--- src/rtl/mem_bus_arbiter.sv ---
// Two-master Wishbone arbiter (m0 = dcache, m1 = icache) with burst lock and alternating priority.
// Optional stall watchdog is compiled in when MEM_ARB_TIMEOUT_EN is defined.
`ifndef RW
`define RW 16
`endif

module mem_bus_arbiter #(
  parameter int AW             = 24,
  parameter int TIMEOUT_CYCLES = 255
) (
  input  logic             i_clk,
  input  logic             i_rst,
  input  logic             m0_cyc,
  input  logic             m0_stb,
  input  logic             m0_we,
  input  logic [AW-1:0]    m0_adr,
  input  logic [`RW-1:0]   m0_o_dat,
  input  logic [1:0]       m0_sel,
  output logic             m0_ack,
  output logic             m0_err,
  input  logic             m1_cyc,
  input  logic             m1_stb,
  input  logic             m1_we,
  input  logic [AW-1:0]    m1_adr,
  input  logic [`RW-1:0]   m1_o_dat,
  input  logic [1:0]       m1_sel,
  output logic             m1_ack,
  output logic             m1_err,
  output logic [`RW-1:0]   m_i_dat,
  output logic             wb_cyc,
  output logic             wb_stb,
  output logic             wb_we,
  output logic [AW-1:0]    wb_adr,
  output logic [`RW-1:0]   wb_o_dat,
  output logic [1:0]       wb_sel,
  input  logic [`RW-1:0]   wb_i_dat,
  input  logic             wb_ack,
  input  logic             wb_err
);

  typedef enum logic [1:0] {IDLE, GNT0, GNT1} state_t;

  typedef struct packed {
    logic             cyc;
    logic             stb;
    logic             we;
    logic [AW-1:0]    adr;
    logic [`RW-1:0]   dat;
    logic [1:0]       sel;
  } wb_req_t;

  wb_req_t [1:0] mreq;
  wb_req_t       req;
  state_t        state, state_nxt;
  logic          last_grant, last_grant_nxt;
  logic          granted;
  logic          tmo;

  assign mreq[0] = {m0_cyc, m0_stb, m0_we, m0_adr, m0_o_dat, m0_sel};
  assign mreq[1] = {m1_cyc, m1_stb, m1_we, m1_adr, m1_o_dat, m1_sel};

  always_ff @(posedge i_clk) begin
    if (i_rst) begin
      state      <= IDLE;
      last_grant <= 1'b1;
    end else begin
      state      <= state_nxt;
      last_grant <= last_grant_nxt;
    end
  end

  // last_grant tracks every grant so contention always favours the master served less recently
  always_comb begin
    state_nxt      = state;
    last_grant_nxt = last_grant;
    case (state)
      IDLE: begin
        if (m0_cyc && m1_cyc) begin
          state_nxt      = last_grant ? GNT0 : GNT1;
          last_grant_nxt = ~last_grant;
        end else if (m0_cyc) begin
          state_nxt      = GNT0;
          last_grant_nxt = 1'b0;
        end else if (m1_cyc) begin
          state_nxt      = GNT1;
          last_grant_nxt = 1'b1;
        end
      end
      GNT0:    if (!m0_cyc) state_nxt = IDLE;
      GNT1:    if (!m1_cyc) state_nxt = IDLE;
      default: state_nxt = IDLE;
    endcase
  end

  assign granted = (state != IDLE);
  assign req     = (state == GNT1) ? mreq[1] : mreq[0];

  always_comb begin
    wb_cyc   = 1'b0;
    wb_stb   = 1'b0;
    wb_we    = 1'b0;
    wb_adr   = '0;
    wb_o_dat = '0;
    wb_sel   = 2'b11;
    if (granted) begin
      wb_cyc   = req.cyc;
      wb_stb   = req.stb & ~tmo;
      wb_we    = req.we;
      wb_adr   = req.adr;
      wb_o_dat = req.dat;
      wb_sel   = req.sel;
    end
  end

  assign m0_ack  = wb_ack & (state == GNT0);
  assign m1_ack  = wb_ack & (state == GNT1);
  assign m0_err  = (wb_err | tmo) & (state == GNT0);
  assign m1_err  = (wb_err | tmo) & (state == GNT1);
  assign m_i_dat = wb_i_dat;

`ifdef MEM_ARB_TIMEOUT_EN
  localparam logic [7:0] TMO_LIM = TIMEOUT_CYCLES[7:0];
  logic [7:0] stall_cnt;

  // On the limit cycle stb is withdrawn, so the slave cannot also complete the beat
  assign tmo = granted && (stall_cnt == TMO_LIM);

  always_ff @(posedge i_clk) begin
    if (i_rst || !granted || wb_ack || wb_err || tmo)
      stall_cnt <= '0;
    else if (wb_cyc && wb_stb)
      stall_cnt <= stall_cnt + 8'd1;
  end
`else
  logic unused_tmo_cfg;
  assign unused_tmo_cfg = ^TIMEOUT_CYCLES;
  assign tmo            = 1'b0;
`endif

endmodule

--- config.mk ---
export PLATFORM = sky130hd
export DESIGN_NAME = mem_bus_arbiter
export DESIGN_NICKNAME = d
export VERILOG_FILES = /design/src/rtl/mem_bus_arbiter.sv
export SDC_FILE = /design/constraint.sdc
export NUM_CORES = 1
export LEC_CHECK = 0
export BUFFER_PORTS_ARGS = -buffer_cell sky130_fd_sc_hd__buf_2
export CAP_MARGIN = 20
export CORE_AREA = 4 4 66 68
export DETAILED_ROUTE_END_ITERATION = 7
export DIE_AREA = 0 0 70 72
export PLACE_DENSITY = 0.72
export SYNTH_ARGS = -nofsm -noshare
export SYNTH_HDL_FRONTEND = slang
export SYNTH_SLANG_ARGS = --single-unit
--- constraint.sdc ---
create_clock -name i_clk -period 2.2 [get_ports i_clk]
set_input_delay 0.44 -clock i_clk [delete_from_list [all_inputs] [get_ports i_clk]]
set_output_delay 0.44 -clock i_clk [all_outputs]
set_load 0.02 [all_outputs]
==> impl_metrics.ini, run 1 <==
[timing]
timing.fmax_mhz = 524.1
tightest_slew_ns = 0.2812
report.final.slew_viol_count = 0
rsz0062_at_grt = false
tns_ns = 0
fin_ws_ns = 0.2920
min_period_over_period_pct = 86.73
setup_violations = 0
slew-limit-headroom_pct = 80.99
hold_viol = 0
period_needed_ns = 1.908
holdWs_ns = 0.4286
skew_ns = 0.002164

[critical_path]
path_buf_inv = 2
critPathCaptureType = primary output
critPathRequiredTime_ns = 1.76
rrSetupSlack_ns = 0.86
crit_fanout = 27
r2r-end = last_grant$_SDFFE_PP1P_
r2r-start = state[0]$_SDFFE_PP0P_
endpoint = wb_adr[17]
crit_family = buffers and inverters
slowest_stage = dfxtp_1
crit_type = register to primary output
worstRegToRegCells = 3
path_depth = 4
cp_data_arrival_time_ns = 1.47
max_stage_delay_ns = 0.42
startpoint_type = register
cp_cell_sequence = nor2b_4 -> buf_4 -> a22o_1 -> buf_2
worst_setup_path_startpoint = state[1]$_SDFFE_PP0P_

[cells_and_area]
seqCellArea_um2 = 61.31
diodes = 0
multiInputGateArea_um2 = 504.2
syn_to_final_growth_pct = 88.39
finalNetCount = 324
fillers = 429
drive_above_1_share_pct = 70.89

[routing]
drt_first_iter_violations = 27
detail_route.wl_per_cell_um = 14.06
totalWireLength_mm = 3.698
dr_total_vias = 1193
highest_layer = met4
ant_nets = 0
wl_met2_mm = 1.903
drt_drc_violations_left = 0
firstDrtPassIters = 4
dr_wl_met3_um = 444
drt-met1-wl_mm = 1.259
viasPerCell = 4.536

[yosys]
syn-num-nets = 200
synthMuxAreaShare_pct = 0
synth_seq_area_share_pct = 7.960
synthTopCellsByArea = a22o_1 50%, buf_4 21%, dfxtp_1 8.0%, and3b_1 3.5%, nor4b_1 3.5%
synth_compound_area_share_pct = 53.40
synth-adder-area-share_pct = 0
yosys.area_share.simple_pct = 12.44
synth_top_family_by_area = compound AO/OA/AOI/OAI gates
synth-seq-cells = 3
avgSynthCellArea_um2 = 8.383
synth-xor-area-share_pct = 0
synth_cell_types = 16
yosysTopAreaCellShare_pct = 49.92
yosys.area.top_type = a22o_1
ys_warn_count = 0
netlist_instances = 90
synth_area_um2 = 754.5

[clock_tree]
numCtsBuffers = 3
cts.path.max_buffers = 2
postCtsSetupRepairBufs = 0
insertion_delay_ns = 0.22
post_cts_resize_count = 0
ctsHoldBuffers = 0
path_clk_slew_ns = 0.03
cts-root-buf = clkbuf_8
cts_tree = yes
htreeDepth = 1
cts.sinks = 3

[floorplanning]
dieWidth_um = 70
initial_utilization_pct = 19.57
ioPinCount = 175
die_height_um = 72
core_mm2 = 0.003856
row_count = 23
dieArea_mm2 = 0.005040

[flow_run]
max_cap_violations = 0

[min_path]
hp-class = input pin to register

[power]
peakVddDrop_mv = 0.1851
clkPwrFrac_pct = 29.2
switching_share_pct = 39.30
internal-power_uw = 339.4
switching_power_uw = 219.8
combPwrFrac_pct = 59.0
p_seq_share_pct = 11.7
leakage_nw = 0.8901
p_total_uw = 559.1
p_per_area_mw_per_mm2 = 393.4

[place]
place_hpwl_mm = 3.161
dp_slack_ns = 0.4806
globalplace.congestion = 0.6918
io_buffers = 142

[global_routing]
grt_pass1_vias = 1213
grt_pass1_wl_mm = 5.478
antenna_found_initial = 0
grt_max_degree = 28
grt_usage_pct = 13.46
overflow = 0

[outcome]
status = complete, no violations
[Yosys cell counts, drive strengths merged]
master,instances
a211o,1
a22o,43
a2bb2oi,2
and2,2
and3b,3
buf,24
clkbuf,3
dfxtp,3
inv,2
nand2b,1
nor2b,1
nor3b,1
nor4b,3
or3b,1
[through the flow]
| stage | instances | util [%] | area [um2] |
|---|---|---|---|
| 2_1_floorplan | 90 | - | 754.5 |
| 3_3_place_gp | 259 | 35.69 | 1376 |
| 3_5_place_dp | 259 | 35.69 | 1376 |
| 4_1_cts | 263 | 36.86 | 1421 |
| 5_1_grt | 263 | 36.86 | 1421 |
| 6_report | 263 | 36.86 | 1421 |
[worst register-to-register path: stages (launching register included)]
cell	delay, ns
dfxtp_2	0.35
buf_4	0.22
or3b_1	0.37
a211o_1	0.29
[placed cells by master (no fill, tap or decap)]
cell type / instances
nor2b_4: 1
nor3b_1: 1
inv_1: 2
dfxtp_2: 1
buf_4: 4
buf_2: 142
or3b_1: 1
a2bb2oi_1: 2
a22o_1: 43
and3b_1: 3
clkbuf_8: 3
nand2b_1: 1
a211o_1: 1
and2_1: 2
clkbuf_1: 1
nor4b_1: 3
dfxtp_1: 2
[sequential cells by signal, indices dropped and copies added, names as in the netlist]
name        cells
last_grant      1
state           2
[final cells by class]
type	instances	area share, %
repair buffers	146	52.11
multi-input cells	58	35.48
well taps	50	4.401
flip-flops and latches	3	4.313
clock buffers	4	3.169
inverters	2	0.5282
[power by group through the flow]
stage / clock [mW] / sequential, mW / combinational, mW
2_1_floorplan: 0 / 0.0628 / 0.228
3_3_place_gp: 0 / 0.0658 / 0.332
3_5_place_dp: 0 / 0.0665 / 0.334
4_1_cts: 0.167 / 0.0657 / 0.335
5_1_grt: 0.173 / 0.0669 / 0.358
6_report: 0.163 / 0.0656 / 0.330
[layer usage]
metal	track usage (%)	vias to the layer above
met2	24.66	74
li1	-	591
met4	6.596	0
met1	14.04	514
met3	4.017	14
met5	0	-
[cells by family after synthesis]
family / count (synthesis)
simple gates: 12
buf+inv: 29
flops: 3
compound gates: 46
[worst min path at each step]
| stage | start | end | slack [ns] | depth (start not counted) |
|---|---|---|---|---|
| floorplan | last_grant$_SDFFE_PP1P_ | last_grant$_SDFFE_PP1P_ | 0.48 | 1 |
| global placement | last_grant$_SDFFE_PP1P_ | last_grant$_SDFFE_PP1P_ | 0.50 | 1 |
| detailed placement | last_grant$_SDFFE_PP1P_ | last_grant$_SDFFE_PP1P_ | 0.51 | 1 |
| CTS | i_rst | state[1]$_SDFFE_PP0P_ | 0.42 | 2 |
| global route | i_rst | state[0]$_SDFFE_PP0P_ | 0.43 | 2 |
| finish | i_rst | state[0]$_SDFFE_PP0P_ | 0.43 | 2 |
Power figures use the tool's default switching activity.
==> run 2: changes to the inputs <==
--- a/config.mk
+++ b/config.mk
@@ -5,12 +5,14 @@
 export SDC_FILE = /design/constraint.sdc
 export NUM_CORES = 1
 export LEC_CHECK = 0
+export ABC_AREA = 1
 export BUFFER_PORTS_ARGS = -buffer_cell sky130_fd_sc_hd__buf_2
 export CAP_MARGIN = 20
 export CORE_AREA = 4 4 66 68
 export DETAILED_ROUTE_END_ITERATION = 7
 export DIE_AREA = 0 0 70 72
-export PLACE_DENSITY = 0.72
+export GPL_TIMING_DRIVEN = 0
+export PLACE_DENSITY = 0.73
 export SYNTH_ARGS = -nofsm -noshare
 export SYNTH_HDL_FRONTEND = slang
 export SYNTH_SLANG_ARGS = --single-unit
==> run 2 against run 1 <==
Net effect: via count grew 14%; synthesized cell count is 12% higher; combinational power is 49% higher; sequential share of layout area decreased by 0.71 points; wire length is 3.8% higher; cell area rose by 17%; register-to-register slack improved by 0.34 ns; first-iteration DRC count up 74%; die area unchanged; core utilization is 6.4 points higher; critical path depth rose by 1; non-clock buffer count up 37; critical path type unchanged; critical endpoint is now wb_o_dat[0]; largest power group unchanged.
==> impl_metrics.ini, run 2 <==
[outcome]
status = complete, no violations

[clock_tree]
cts_tree = yes
ctsHoldBuffers = 0
numCtsBuffers = 3
cts.path.max_buffers = 2
postCtsSetupRepairBufs = 0
cts.sinks = 3
post_cts_resize_count = 0
path_clk_slew_ns = 0.03
cts-root-buf = clkbuf_8
insertion_delay_ns = 0.22
htreeDepth = 1

[yosys]
ys_warn_count = 0
yosys.area.top_type = a22o_1
yosysTopAreaCellShare_pct = 47.80
ys_dominant_reg_cell = dfxtp_1
synth_cell_types = 13
yosys.area_share.simple_pct = 10.57
synth-xor-area-share_pct = 0
avgSynthCellArea_um2 = 7.619
synth-seq-cells = 3
synth_area_um2 = 769.5
yosys.cell_count.top_type = a22o_1
synthMuxAreaShare_pct = 0
synth_seq_area_share_pct = 7.805
synth_compound_area_share_pct = 51.38
synth_edf_count = 0
netlist_instances = 101
synth_top_family_by_area = compound AO/OA/AOI/OAI gates
syn-num-nets = 211
ys_top_cells_by_count = 42 x a22o_1, 17 x buf_4, 9 x inv_1, 9 x nand2_1, 6 x nor2_1
synthTopCellsByArea = a22o_1 48%, buf_4 17%, dfxtp_1 7.8%, buf_6 7.3%, inv_1 4.4%
ys_async_sr_fraction_pct = 0
synth-adder-area-share_pct = 0

[cells_and_area]
largest_registers = state: 2 flops, last_grant: 1 flops
drive_above_1_share_pct = 71.10
fin_area_mm2 = 0.001668
largest_reg_flops = 2
final_cell_mix = 161 x buf_2, 42 x a22o_1, 17 x buf_4
diodes = 0
top_register = state
instances_no_fill = 313
finalNetCount = 374
final_common_cell = buf_2
final_util_pct = 43.25
syn_to_final_growth_pct = 116.7

[routing]
ant_nets = 0
viasPerCell = 4.332
totalWireLength_mm = 3.840
drt_drc_violations_left = 0
firstDrtPassIters = 4
drt_first_iter_violations = 47
detail_route.wl_per_cell_um = 12.27
dr_total_vias = 1356

[place]
io_buffers = 158
dp_slack_ns = 0.6511
place_hpwl_mm = 3.375
placed_area_mm2 = 0.001623
place_inst = 309
globalplace.congestion = 0.7238

[floorplanning]
row_count = 23
die_height_um = 72
initial_utilization_pct = 19.95
ioPinCount = 175
dieWidth_um = 70
dieArea_mm2 = 0.005040
core_mm2 = 0.003856

[global_routing]
grt_max_degree = 11
overflow = 0
grt_usage_pct = 13.40
grt_pass1_wl_mm = 5.768
antenna_found_initial = 0
grt_pass1_vias = 1335

[critical_path]
critPathRequiredTime_ns = 1.76
crit_type = register to primary output
startpoint_type = register
cp_data_arrival_time_ns = 1.31
crit_fanout = 10
rrSetupSlack_ns = 1.20
critPathCaptureType = primary output

[power]
peakVddDrop_mv = 0.4206
p_per_area_mw_per_mm2 = 427.7
leakage_nw = 1.087
p_total_uw = 713.3

[timing]
setup_violations = 0
report.final.slew_viol_count = 0
hold_viol = 0
skew_ns = 0.001722
period_needed_ns = 1.749
min_period_over_period_pct = 79.51
slew-limit-headroom_pct = 83.76
rsz0062_at_grt = false
timing.fmax_mhz = 571.7
tns_ns = 0
holdWs_ns = 0.3910
tightest_slew_ns = 0.2434
fin_ws_ns = 0.4507

[flow_run]
max_cap_violations = 0

[min_path]
hp-class = input pin to register
[run 2: cells by family after synthesis]
kind of cell | count (synthesis)
simple gates | 17
compound gates | 47
flops | 3
buf+inv | 34
[run 2: worst max-delay path, stage by stage (launching register included)]
cell and delay (ns):
dfxtp_1 0.29, buf_6 0.14, nor2_8 0.19, buf_6 0.16
a22o_1 0.14, buf_2 0.16
[run 2: final timing paths]
path                                         startpoint                      end  depth (start not counted)
worst max-delay path              state[0]$_SDFFE_PP0P_              wb_o_dat[0]                          5
worst min-delay path                              i_rst    state[1]$_SDFFE_PP0P_                          2
worst max register to register    state[0]$_SDFFE_PP0P_  last_grant$_SDFFE_PP1P_                          5
worst min register to register  last_grant$_SDFFE_PP1P_  last_grant$_SDFFE_PP1P_                          2
[run 2: where the power goes]
part / switching [mW] / internal (mW)
registers: 0.00206 / 0.0605
clock network: 0.0360 / 0.124
logic: 0.269 / 0.222
[run 2: layout make-up]
| class | instances | area [um2] |
|---|---|---|
| repair buffers | 158 | 790.8 |
| plain buffers | 25 | 198.9 |
| flip-flops and latches | 3 | 60.06 |
| inverters | 9 | 33.78 |
| clock buffers | 4 | 45.04 |
| well taps | 50 | 62.56 |
| fillers | 400 | 2188 |
| multi-input cells | 64 | 476.7 |
[run 2: metal layers]
layer  GRT usage [%]  part of all wire, %  wire length, um
met5               0                    0                0
met3           4.986                   14              539
met1           14.21                   36             1366
met2           26.13                   50             1934
met4           1.277                    0                0
==> run 3: changes to the inputs <==
--- a/config.mk
+++ b/config.mk
@@ -8,11 +8,11 @@
 export ABC_AREA = 1
 export BUFFER_PORTS_ARGS = -buffer_cell sky130_fd_sc_hd__buf_2
 export CAP_MARGIN = 20
-export CORE_AREA = 4 4 66 68
+export CORE_AREA = 4 4 65 67
 export DETAILED_ROUTE_END_ITERATION = 7
-export DIE_AREA = 0 0 70 72
+export DIE_AREA = 0 0 69 71
 export GPL_TIMING_DRIVEN = 0
-export PLACE_DENSITY = 0.73
+export PLACE_DENSITY = 0.75
 export SYNTH_ARGS = -nofsm -noshare
 export SYNTH_HDL_FRONTEND = slang
 export SYNTH_SLANG_ARGS = --single-unit
==> constraint.sdc (replaced) <==
create_clock -name i_clk -period 1.8 [get_ports i_clk]
set_input_delay 0.36 -clock i_clk [delete_from_list [all_inputs] [get_ports i_clk]]
set_output_delay 0.36 -clock i_clk [all_outputs]
set_load 0.02 [all_outputs]
==> run 3 against run 2 <==
Net effect: sequential share of layout area barely moved; power rose by 22%; final cell count fell by 0.64%; die area fell by 2.8%; worst hold slack got worse by 0.081 ns; non-clock buffer count did not move; combinational power rose by 22%; count of clock-buffer cells in the layout did not move; flip-flop and latch count did not move; worst setup slack got worse by 0.31 ns; critical endpoint is now wb_adr[22]; largest power group unchanged; highest routed layer is now met4.
==> impl_metrics.ini, run 3 (same netlist as run 2, synthesis figures left out) <==
[outcome]
status = complete, no violations

[clock_tree]
ctsHoldBuffers = 0
path_clk_slew_ns = 0.03
cts-root-buf = clkbuf_8
postCtsSetupRepairBufs = 0
cts.sinks = 3
post_cts_resize_count = 0
cts.path.max_buffers = 2
htreeDepth = 1
cts_tree = yes
numCtsBuffers = 3
insertion_delay_ns = 0.22

[timing]
rsz0062_at_grt = false
min_period_over_period_pct = 92.42
hold_viol = 0
setup_violations = 0
tightest_slew_ns = 0.2496
holdWs_ns = 0.3103
period_needed_ns = 1.664
timing.fmax_mhz = 601.1
report.final.slew_viol_count = 0
tns_ns = 0
skew_ns = 0.002491
slew-limit-headroom_pct = 83.34

[power]
combPwrFrac_pct = 68.7
internal-power_uw = 496.4
leakage_nw = 1.087
p_seq_share_pct = 8.7
switching_power_uw = 377.0
peakVddDrop_mv = 0.3223
p_per_area_mw_per_mm2 = 524.5
switching_share_pct = 43.16
clkPwrFrac_pct = 22.6

[cells_and_area]
largest_reg_flops = 2
top_register = state
largest_registers = state: 2 flops, last_grant: 1 flops
drive_above_1_share_pct = 71.10
seqCellArea_um2 = 60.06
fillers = 390
multiInputGateArea_um2 = 476.7
fin_area_mm2 = 0.001665
final_common_cell = buf_2
diodes = 0
final_cell_mix = 161 x buf_2, 42 x a22o_1, 17 x buf_4
finalNetCount = 374
instances_no_fill = 311
syn_to_final_growth_pct = 116.4

[routing]
drt_first_iter_violations = 45
dr_total_vias = 1362
detail_route.wl_per_cell_um = 12.83
drt_drc_violations_left = 0
totalWireLength_mm = 3.989
viasPerCell = 4.379
firstDrtPassIters = 4
ant_nets = 0

[min_path]
hp-class = input pin to register

[global_routing]
grt_max_degree = 11
grt_pass1_wl_mm = 6.265
grt_usage_pct = 14.85
antenna_found_initial = 0
grt_pass1_vias = 1424
overflow = 0

[critical_path]
critPathRequiredTime_ns = 1.44
critPathCaptureType = primary output
path_common_cell = buf_6
crit_fanout = 10
startpoint_type = register
cp_cell_sequence = buf_6 -> nor2_8 -> buf_6 -> a22o_1 -> buf_2
slowest_stage = dfxtp_1
crit_type = register to primary output
cp_data_arrival_time_ns = 1.30
max_stage_delay_ns = 0.30

[floorplanning]
dieWidth_um = 69
row_count = 22
ioPinCount = 175
dieArea_mm2 = 0.004899
die_height_um = 71
core_mm2 = 0.003633
initial_utilization_pct = 21.18

[place]
place_hpwl_mm = 3.513
globalplace.congestion = 0.8294
placed_area_mm2 = 0.001620
place_inst = 307
io_buffers = 158

[flow_run]
max_cap_violations = 0
[run 3: cell counts in the layout (fill, tap and decap cells not counted)]
Identical to the previous run, type by type.
[run 3: final timing paths]
path	start	to	slack (ns)	cells after the start
min reg2reg	last_grant$_SDFFE_PP1P_	last_grant$_SDFFE_PP1P_	0.48	2
max reg2reg	state[0]$_SDFFE_PP0P_	state[0]$_SDFFE_PP0P_	0.86	4
min	i_rst	state[1]$_SDFFE_PP0P_	0.31	2
max	state[0]$_SDFFE_PP0P_	wb_adr[22]	0.14	5
[run 3: layout make-up]
type,count,area share [%]
multi-input cells,64,28.63
well taps,48,3.606
repair buffers,158,47.48
plain buffers,25,11.95
inverters,9,2.029
flip-flops and latches,3,3.606
clock buffers,4,2.705
[run 3: power groups by stage]
stage	Combinational (mW)	Clock [mW]	Sequential (mW)
final	0.600	0.197	0.0764
after global routing	0.650	0.208	0.0769
after CTS	0.606	0.202	0.0765
after detailed placement	0.604	0	0.0774
after global placement	0.598	0	0.0771
after floorplan	0.368	0	0.0767
[run 3: worst max-delay path, delay by kind of cell (launching register included)]
family                 cells  cell delay, ns
flip-flops                 1            0.30
AND/OR/NAND/NOR            1            0.18
buffers and inverters      3            0.46
AO/OA/AOI/OAI              1            0.14
[run 3: per-stage QoR]
step	setup WS, ns	util [%]	total power [mW]
after floorplan	0.4839	-	0.4451
after global placement	0.3441	44.59	0.6755
after detailed placement	0.3420	44.59	0.6818
after CTS	0.1135	45.83	0.8838
after global routing	0.03987	45.83	0.9354
final	0.1364	45.83	0.8734
[run 3: routing by layer]
| layer | GRT usage [%] | up-vias | wire length, um |
|---|---|---|---|
| li1 | - | 687 | - |
| met1 | 14.84 | 581 | 1389 |
| met2 | 28.50 | 89 | 2108 |
| met3 | 5.256 | 5 | 456 |
| met4 | 4.772 | 0 | 35 |
| met5 | 0 | - | 0 |
